**config.mk**
```make
export PLATFORM = sky130hd
export DESIGN_NAME = ptcalc_mul_pipe
export DESIGN_NICKNAME = d
export VERILOG_FILES = /design/src/rtl/ptcalc_mul_pipe.sv
export SDC_FILE = /design/constraint.sdc
export NUM_CORES = 1
export LEC_CHECK = 0
export ABC_AREA = 0
export CORE_UTILIZATION = 57
export DETAILED_ROUTE_END_ITERATION = 8
export PLACE_DENSITY_LB_ADDON = 0.12
export SLEW_MARGIN = 20
export SYNTH_ARGS = -nofsm -noshare
export SYNTH_HDL_FRONTEND = slang
export SYNTH_SLANG_ARGS = --single-unit
```
**constraint.sdc**
```tcl
create_clock -name ap_clk -period 6.09 [get_ports ap_clk]
set_input_delay 1.218 -clock ap_clk [delete_from_list [all_inputs] [get_ports ap_clk]]
set_output_delay 1.218 -clock ap_clk [all_outputs]
set_load 0.005 [all_outputs]
```
**src/rtl/ptcalc_mul_pipe.sv**
```systemverilog
// ptcalc_mul_pipe
//   Pipelined fixed-point multiplier for the ptcalc datapath. Each operand can
//   be signed or unsigned. The full-width product is rounded (half-up),
//   arithmetically shifted right, and then saturated or wrapped to DOUT_W bits.
//   A sideband tag travels with every sample. One global stall signal freezes
//   every stage while a valid output is waiting for the downstream consumer.
//
//   Stage layout (NUM_STAGE >= 2):
//     stage 0                : registered, extended operands
//     stages 1..NUM_STAGE-2  : registered full-width product (delay line)
//     stage NUM_STAGE-1      : registered rounded/shifted/saturated result
//   With NUM_STAGE == 1, the multiply and the post-processing both feed the
//   single output register combinationally.
//
// Ports
//   ap_clk     in   clock, rising edge
//   ap_rst_n   in   synchronous active-low reset
//   in_valid   in   input sample valid
//   in_ready   out  block accepts a sample this cycle
//   din0       in   operand 0 (DIN0_W bits)
//   din1       in   operand 1 (DIN1_W bits)
//   in_tag     in   sideband tag of the input sample
//   out_valid  out  dout / out_tag / ovf hold a valid result
//   out_ready  in   downstream accepts the output
//   dout       out  post-processed product (DOUT_W bits)
//   out_tag    out  tag of the sample on dout
//   ovf        out  result fell outside the DOUT_W range
module ptcalc_mul_pipe #(
    parameter int DIN0_W      = 16,
    parameter int DIN1_W      = 28,
    parameter int DIN0_SIGNED = 0,
    parameter int DIN1_SIGNED = 1,
    parameter int DOUT_W      = 44,
    parameter int SHIFT       = 0,
    parameter int ROUND       = 0,
    parameter int SAT         = 0,
    parameter int NUM_STAGE   = 3,
    parameter int TAG_W       = 8
) (
    input  logic              ap_clk,
    input  logic              ap_rst_n,
    input  logic              in_valid,
    output logic              in_ready,
    input  logic [DIN0_W-1:0] din0,
    input  logic [DIN1_W-1:0] din1,
    input  logic [TAG_W-1:0]  in_tag,
    output logic              out_valid,
    input  logic              out_ready,
    output logic [DOUT_W-1:0] dout,
    output logic [TAG_W-1:0]  out_tag,
    output logic              ovf
);

    // One extra bit lets an unsigned operand be zero-extended into a signed
    // value. Every product of the extended operands fits in PW bits.
    localparam int PW = DIN0_W + DIN1_W + 1;
    // One more bit keeps the rounding addition free of overflow.
    localparam int RW = PW + 1;
    localparam bit RES_SIGNED = (DIN0_SIGNED != 0) || (DIN1_SIGNED != 0);

    localparam logic signed [RW-1:0] ONE  = 1;
    localparam logic signed [RW-1:0] RND  = (ROUND != 0 && SHIFT > 0) ?
                                            (ONE <<< ((SHIFT > 0) ? SHIFT - 1 : 0)) : '0;
    localparam logic signed [RW-1:0] OMAX = RES_SIGNED ? (ONE <<< (DOUT_W - 1)) - ONE
                                                       : (ONE <<< DOUT_W) - ONE;
    localparam logic signed [RW-1:0] OMIN = RES_SIGNED ? -(ONE <<< (DOUT_W - 1)) : '0;

    generate
        if (NUM_STAGE < 1 || DOUT_W < 1 || DOUT_W > DIN0_W + DIN1_W ||
            SHIFT < 0 || SHIFT > DIN0_W + DIN1_W - 1) begin : g_param_check
            $error("ptcalc_mul_pipe: illegal parameter combination");
        end
    endgenerate

    function automatic logic signed [PW-1:0] ext0(input logic [DIN0_W-1:0] d);
        return {{(PW - DIN0_W){(DIN0_SIGNED != 0) && d[DIN0_W-1]}}, d};
    endfunction

    function automatic logic signed [PW-1:0] ext1(input logic [DIN1_W-1:0] d);
        return {{(PW - DIN1_W){(DIN1_SIGNED != 0) && d[DIN1_W-1]}}, d};
    endfunction

    function automatic logic signed [PW-1:0] mul(input logic signed [PW-1:0] a,
                                                 input logic signed [PW-1:0] b);
        return a * b;
    endfunction

    // Returns {ovf, dout} for a full-width product.
    function automatic logic [DOUT_W:0] post_proc(input logic signed [PW-1:0] p);
        logic signed [RW-1:0] sum;
        logic signed [RW-1:0] r;
        logic                 hi;
        logic                 lo;
        logic [DOUT_W-1:0]    res;
        sum = RW'(p) + RND;
        r   = sum >>> SHIFT;
        hi  = r > OMAX;
        lo  = r < OMIN;
        if (SAT != 0 && hi) begin
            res = OMAX[DOUT_W-1:0];
        end else if (SAT != 0 && lo) begin
            res = OMIN[DOUT_W-1:0];
        end else begin
            res = r[DOUT_W-1:0];
        end
        return {hi || lo, res};
    endfunction

    logic [NUM_STAGE-1:0] vld_reg;
    logic [TAG_W-1:0]     tag_reg [NUM_STAGE];
    logic [DOUT_W-1:0]    dout_reg;
    logic                 ovf_reg;
    logic                 advance;
    logic                 accept;

    // A single global stall keeps the stage spacing fixed. Bubbles are never
    // compressed, so every stage uses the same enable.
    assign out_valid = vld_reg[NUM_STAGE-1];
    assign advance   = !out_valid || out_ready;
    assign in_ready  = advance && ap_rst_n;
    assign accept    = in_valid && in_ready;

    always_ff @(posedge ap_clk) begin
        if (!ap_rst_n) begin
            vld_reg <= '0;
            for (int i = 0; i < NUM_STAGE; i++) begin
                tag_reg[i] <= '0;
            end
        end else if (advance) begin
            vld_reg[0] <= accept;
            if (accept) begin
                tag_reg[0] <= in_tag;
            end
            for (int i = 1; i < NUM_STAGE; i++) begin
                vld_reg[i] <= vld_reg[i-1];
                if (vld_reg[i-1]) begin
                    tag_reg[i] <= tag_reg[i-1];
                end
            end
        end
    end

    generate
        if (NUM_STAGE == 1) begin : g_one
            always_ff @(posedge ap_clk) begin
                if (!ap_rst_n) begin
                    dout_reg <= '0;
                    ovf_reg  <= 1'b0;
                end else if (accept) begin
                    {ovf_reg, dout_reg} <= post_proc(mul(ext0(din0), ext1(din1)));
                end
            end
        end else begin : g_multi
            logic signed [PW-1:0] op0_reg;
            logic signed [PW-1:0] op1_reg;
            // prod_chain[k] is the product that leaves stage k-1.
            logic signed [PW-1:0] prod_chain [1:NUM_STAGE-1];

            always_ff @(posedge ap_clk) begin
                if (accept) begin
                    op0_reg <= ext0(din0);
                    op1_reg <= ext1(din1);
                end
            end

            for (genvar gi = 1; gi < NUM_STAGE; gi++) begin : g_prod
                if (gi == 1) begin : g_mul
                    assign prod_chain[gi] = mul(op0_reg, op1_reg);
                end else begin : g_dly
                    logic signed [PW-1:0] p_reg;
                    always_ff @(posedge ap_clk) begin
                        if (advance && vld_reg[gi-2]) begin
                            p_reg <= prod_chain[gi-1];
                        end
                    end
                    assign prod_chain[gi] = p_reg;
                end
            end

            always_ff @(posedge ap_clk) begin
                if (!ap_rst_n) begin
                    dout_reg <= '0;
                    ovf_reg  <= 1'b0;
                end else if (advance && vld_reg[NUM_STAGE-2]) begin
                    {ovf_reg, dout_reg} <= post_proc(prod_chain[NUM_STAGE-1]);
                end
            end
        end
    endgenerate

    assign dout    = dout_reg;
    assign ovf     = ovf_reg;
    assign out_tag = tag_reg[NUM_STAGE-1];

endmodule
```
==> run summary <==
Final WL: 50300 um
Required @ worst endpoint: 6.38 ns
Reg2reg start: g_multi.op0_reg[11]
Cells after Synth: 2087
Initial antenna violation count: 2
Final setup viols: 5
# nets final: 2967
CTS tree: done
Total of max-cap violations: 0
Row count: 70
Worst setup margin: -0.158 ns
Ys async rst share: 0
H-Tree Depth: 4
Hold Fails Final Rpt: 0
GR Util All Layers: 0.284
CP Capture Type: register
CP Cell Sequence: buf_4 > and2_1 > fa_1 > inv_1 > fa_1 > inv_1 > fa_1 > fa_1 > fa_1 > inv_1 > fa_1 > inv_1 > ha_2 > a21o_1 > a21o_1 > a221o_1 > nor3_2 > o31a_1 > o21ai_4 > a2111o_1 > nor3b_1 > a211oi_1
Starting Density: 0.578
Vias in the first global route: 15800
Post-route ant nets: 0
Boundary Pins: 111
Clk pin slew, worst setup/hold paths: 0.07 ns
Wire length of the first global-routing pass: 82500 um
Post-route DRC: 0
Routed WL per cell: 17.7 um
Avg Cell Area, Syn: 10.1 sq um
Hold Path End: dout[15]
Worst path most repeated cell: fa_1
Routability cong.: 0.914
Final setup skew: 0.0192 ns
Status: finished, violations left
Hold path start: g_multi.g_prod[2].g_dly.p_reg[15]
Primary FF master, synth: edfxtp_1
Final core utilization: 0.697
HPWL Detailed: 41400 um
Yosys warns: 0
Die height: 194 um
Type of the worst setup path: reg -> reg
Dominant cells by area after synthesis: fa_1 41%, edfxtp_1 16%, inv_1 8.9%
Startpoint types: register
Core ar.: 0.0365 sq mm
Diodes inserted: 0
Crit path max-delay cell type: fa_1
Max reg flops: 45
Relative slew slack: 0.467
Synthesized flop and latch total: 161
Buf/Inv on CP: 5
Synth-to-layout area growth: 20.6%
Post-layout minimum cycle time: 6.25 ns
Fraction of layout cells with a size suffix above 1: 0.149
Fmax: 160 MHz
TritonCTS Sinks: 161
Via Count: 14800
Die width: 194 um
Post-Syn Nets: 2685
Tcrit/Tclk final: 1.03
Worst path top cell family by delay: adder cells
Worst Hold Depth: 1
Largest net degree at the start of global routing: 47
Skew-Pair Late Insertion Delay: 0.47 ns
Sequential fraction of the synthesis area: 0.206
Critical Path AT: 6.54 ns
Hold WC Path Type: reg -> reg
Root buffer cell: clkbuf_16
Drt pass-1 iters: 5
Cts bufs inserted: 17
Most common cell in the synthesized netlist: inv_1
Post-synth EDFFs: 113
Port bufs: 110
Slew Viols, Final: 0
CTS max path bufs: 2
Violated checks: negative setup slack
Crit-path max FO: 4
Iter 0 DRT Violations: 1138
Area leader, netlist: fa_1
Slew @ Worst Pin: 0.800 ns
Worst R2R Path Depth: 22
Die ar.: 0.0378 sq mm
R2R setup slack: -0.16 ns
Unrepaired setup endpoints after global routing: true
Area share of the largest cell type after synthesis: 0.410
GRT overflow: 0
Critical Path Max Stage Delay: 0.53 ns
Mapped Area: 0.0211 sq mm
Unique masters post-synth: 60
Via density: 5.19
Fillers: 2793
Worst r2r dst: g_multi.g_prod[2].g_dly.p_reg[44]
Synth top cells by count: 503 x inv_1, 433 x fa_1, 280 x nand2_1
[routing by layer]
metal,wire (um),track usage,up-vias
met5,0,0,-
met4,680,0.0614,0
met3,4360,0.0769,44
met2,22400,0.432,532
met1,22900,0.409,7416
li1,-,-,6792
[repair_timing]
item / in CTS / in global routing
pin swaps: 6 / 20
gates cloned: 0 / 1
setup endpoints to repair: 14 / 25
hold buffers: 0 / 0
hold endpoints to repair: 0 / 0
buffers inserted: 3 / 22
resized for setup: 13 / 67
[metrics by stage]
step           TNS (ns)  std cells  worst slack [ns]  area, sq um  hold WS (ns)
2_1_floorplan   -0.0370       2087           -0.0370        21200         0.436
6_report         -0.408       2850            -0.158        25500         0.451
3_5_place_dp      -1.27       2791            -0.242        24300         0.440
3_3_place_gp     -0.752       2791            -0.202        24300         0.439
4_1_cts          -0.549       2826            -0.195        25000         0.454
5_1_grt           -3.12       2850            -0.423        25500         0.467
[worst max path at each step]
stage / from / end / slack [ns] / depth (start not counted)
2_1_floorplan: g_multi.op0_reg[13] / g_multi.g_prod[2].g_dly.p_reg[43] / -0.04 / 23
3_3_place_gp: g_multi.op1_reg[11] / g_multi.g_prod[2].g_dly.p_reg[44] / -0.20 / 21
3_5_place_dp: g_multi.op1_reg[11] / g_multi.g_prod[2].g_dly.p_reg[44] / -0.24 / 21
4_1_cts: g_multi.op1_reg[11] / g_multi.g_prod[2].g_dly.p_reg[44] / -0.20 / 21
5_1_grt: g_multi.op0_reg[3] / g_multi.g_prod[2].g_dly.p_reg[43] / -0.42 / 21
6_report: g_multi.op0_reg[11] / g_multi.g_prod[2].g_dly.p_reg[44] / -0.16 / 22
[kinds of logic (layout without fill, tap and decap cells)]
| family | Yosys count | after routing | synth area share |
|---|---|---|---|
| AOI/OAI and AO/OA | 169 | 169 | 0.0599 |
| xor gates and xnor gates | 42 | 42 | 0.0174 |
| buffers and inverters | 598 | 893 | 0.109 |
| and+or+nand+nor | 575 | 575 | 0.133 |
| DFF | 161 | 161 | 0.206 |
| adders and majority gates | 542 | 542 | 0.475 |
[cell usage in the layout, fill, tap and decap left out, drive strengths merged, types with 3 or more instances in the layout]
cell type	count
a31oi	4
nand2b	6
nand3	10
a22o	45
fa	433
clkdlybuf4s50	110
edfxtp	113
o21a	13
inv	506
nand2	280
and2	188
nor3	7
and3	6
a21o	22
a21boi	4
ha	109
clkbuf	19
buf	247
nor2	34
o311ai	3
o21bai	4
dfxtp	48
o21ai	16
clkinv	10
nand4	3
xnor2	34
nor2b	30
or2	3
o31ai	3
xor2	8
a211oi	5
a21oi	32
[area by class of cell]
type / count / area (sq um) / share of cell area
repair buffers: 358 / 3230 / 0.127
well taps: 468 / 586 / 0.0230
multi-input cells: 1328 / 14800 / 0.581
clock buffers: 18 / 450 / 0.0177
clock inverters: 14 / 160 / 0.00629
flip-flops and latches: 161 / 4350 / 0.171
inverters: 503 / 1890 / 0.0743
Power is not shown: default switching activity piles up to over one toggle a cycle in this logic, so the estimate is an artifact.
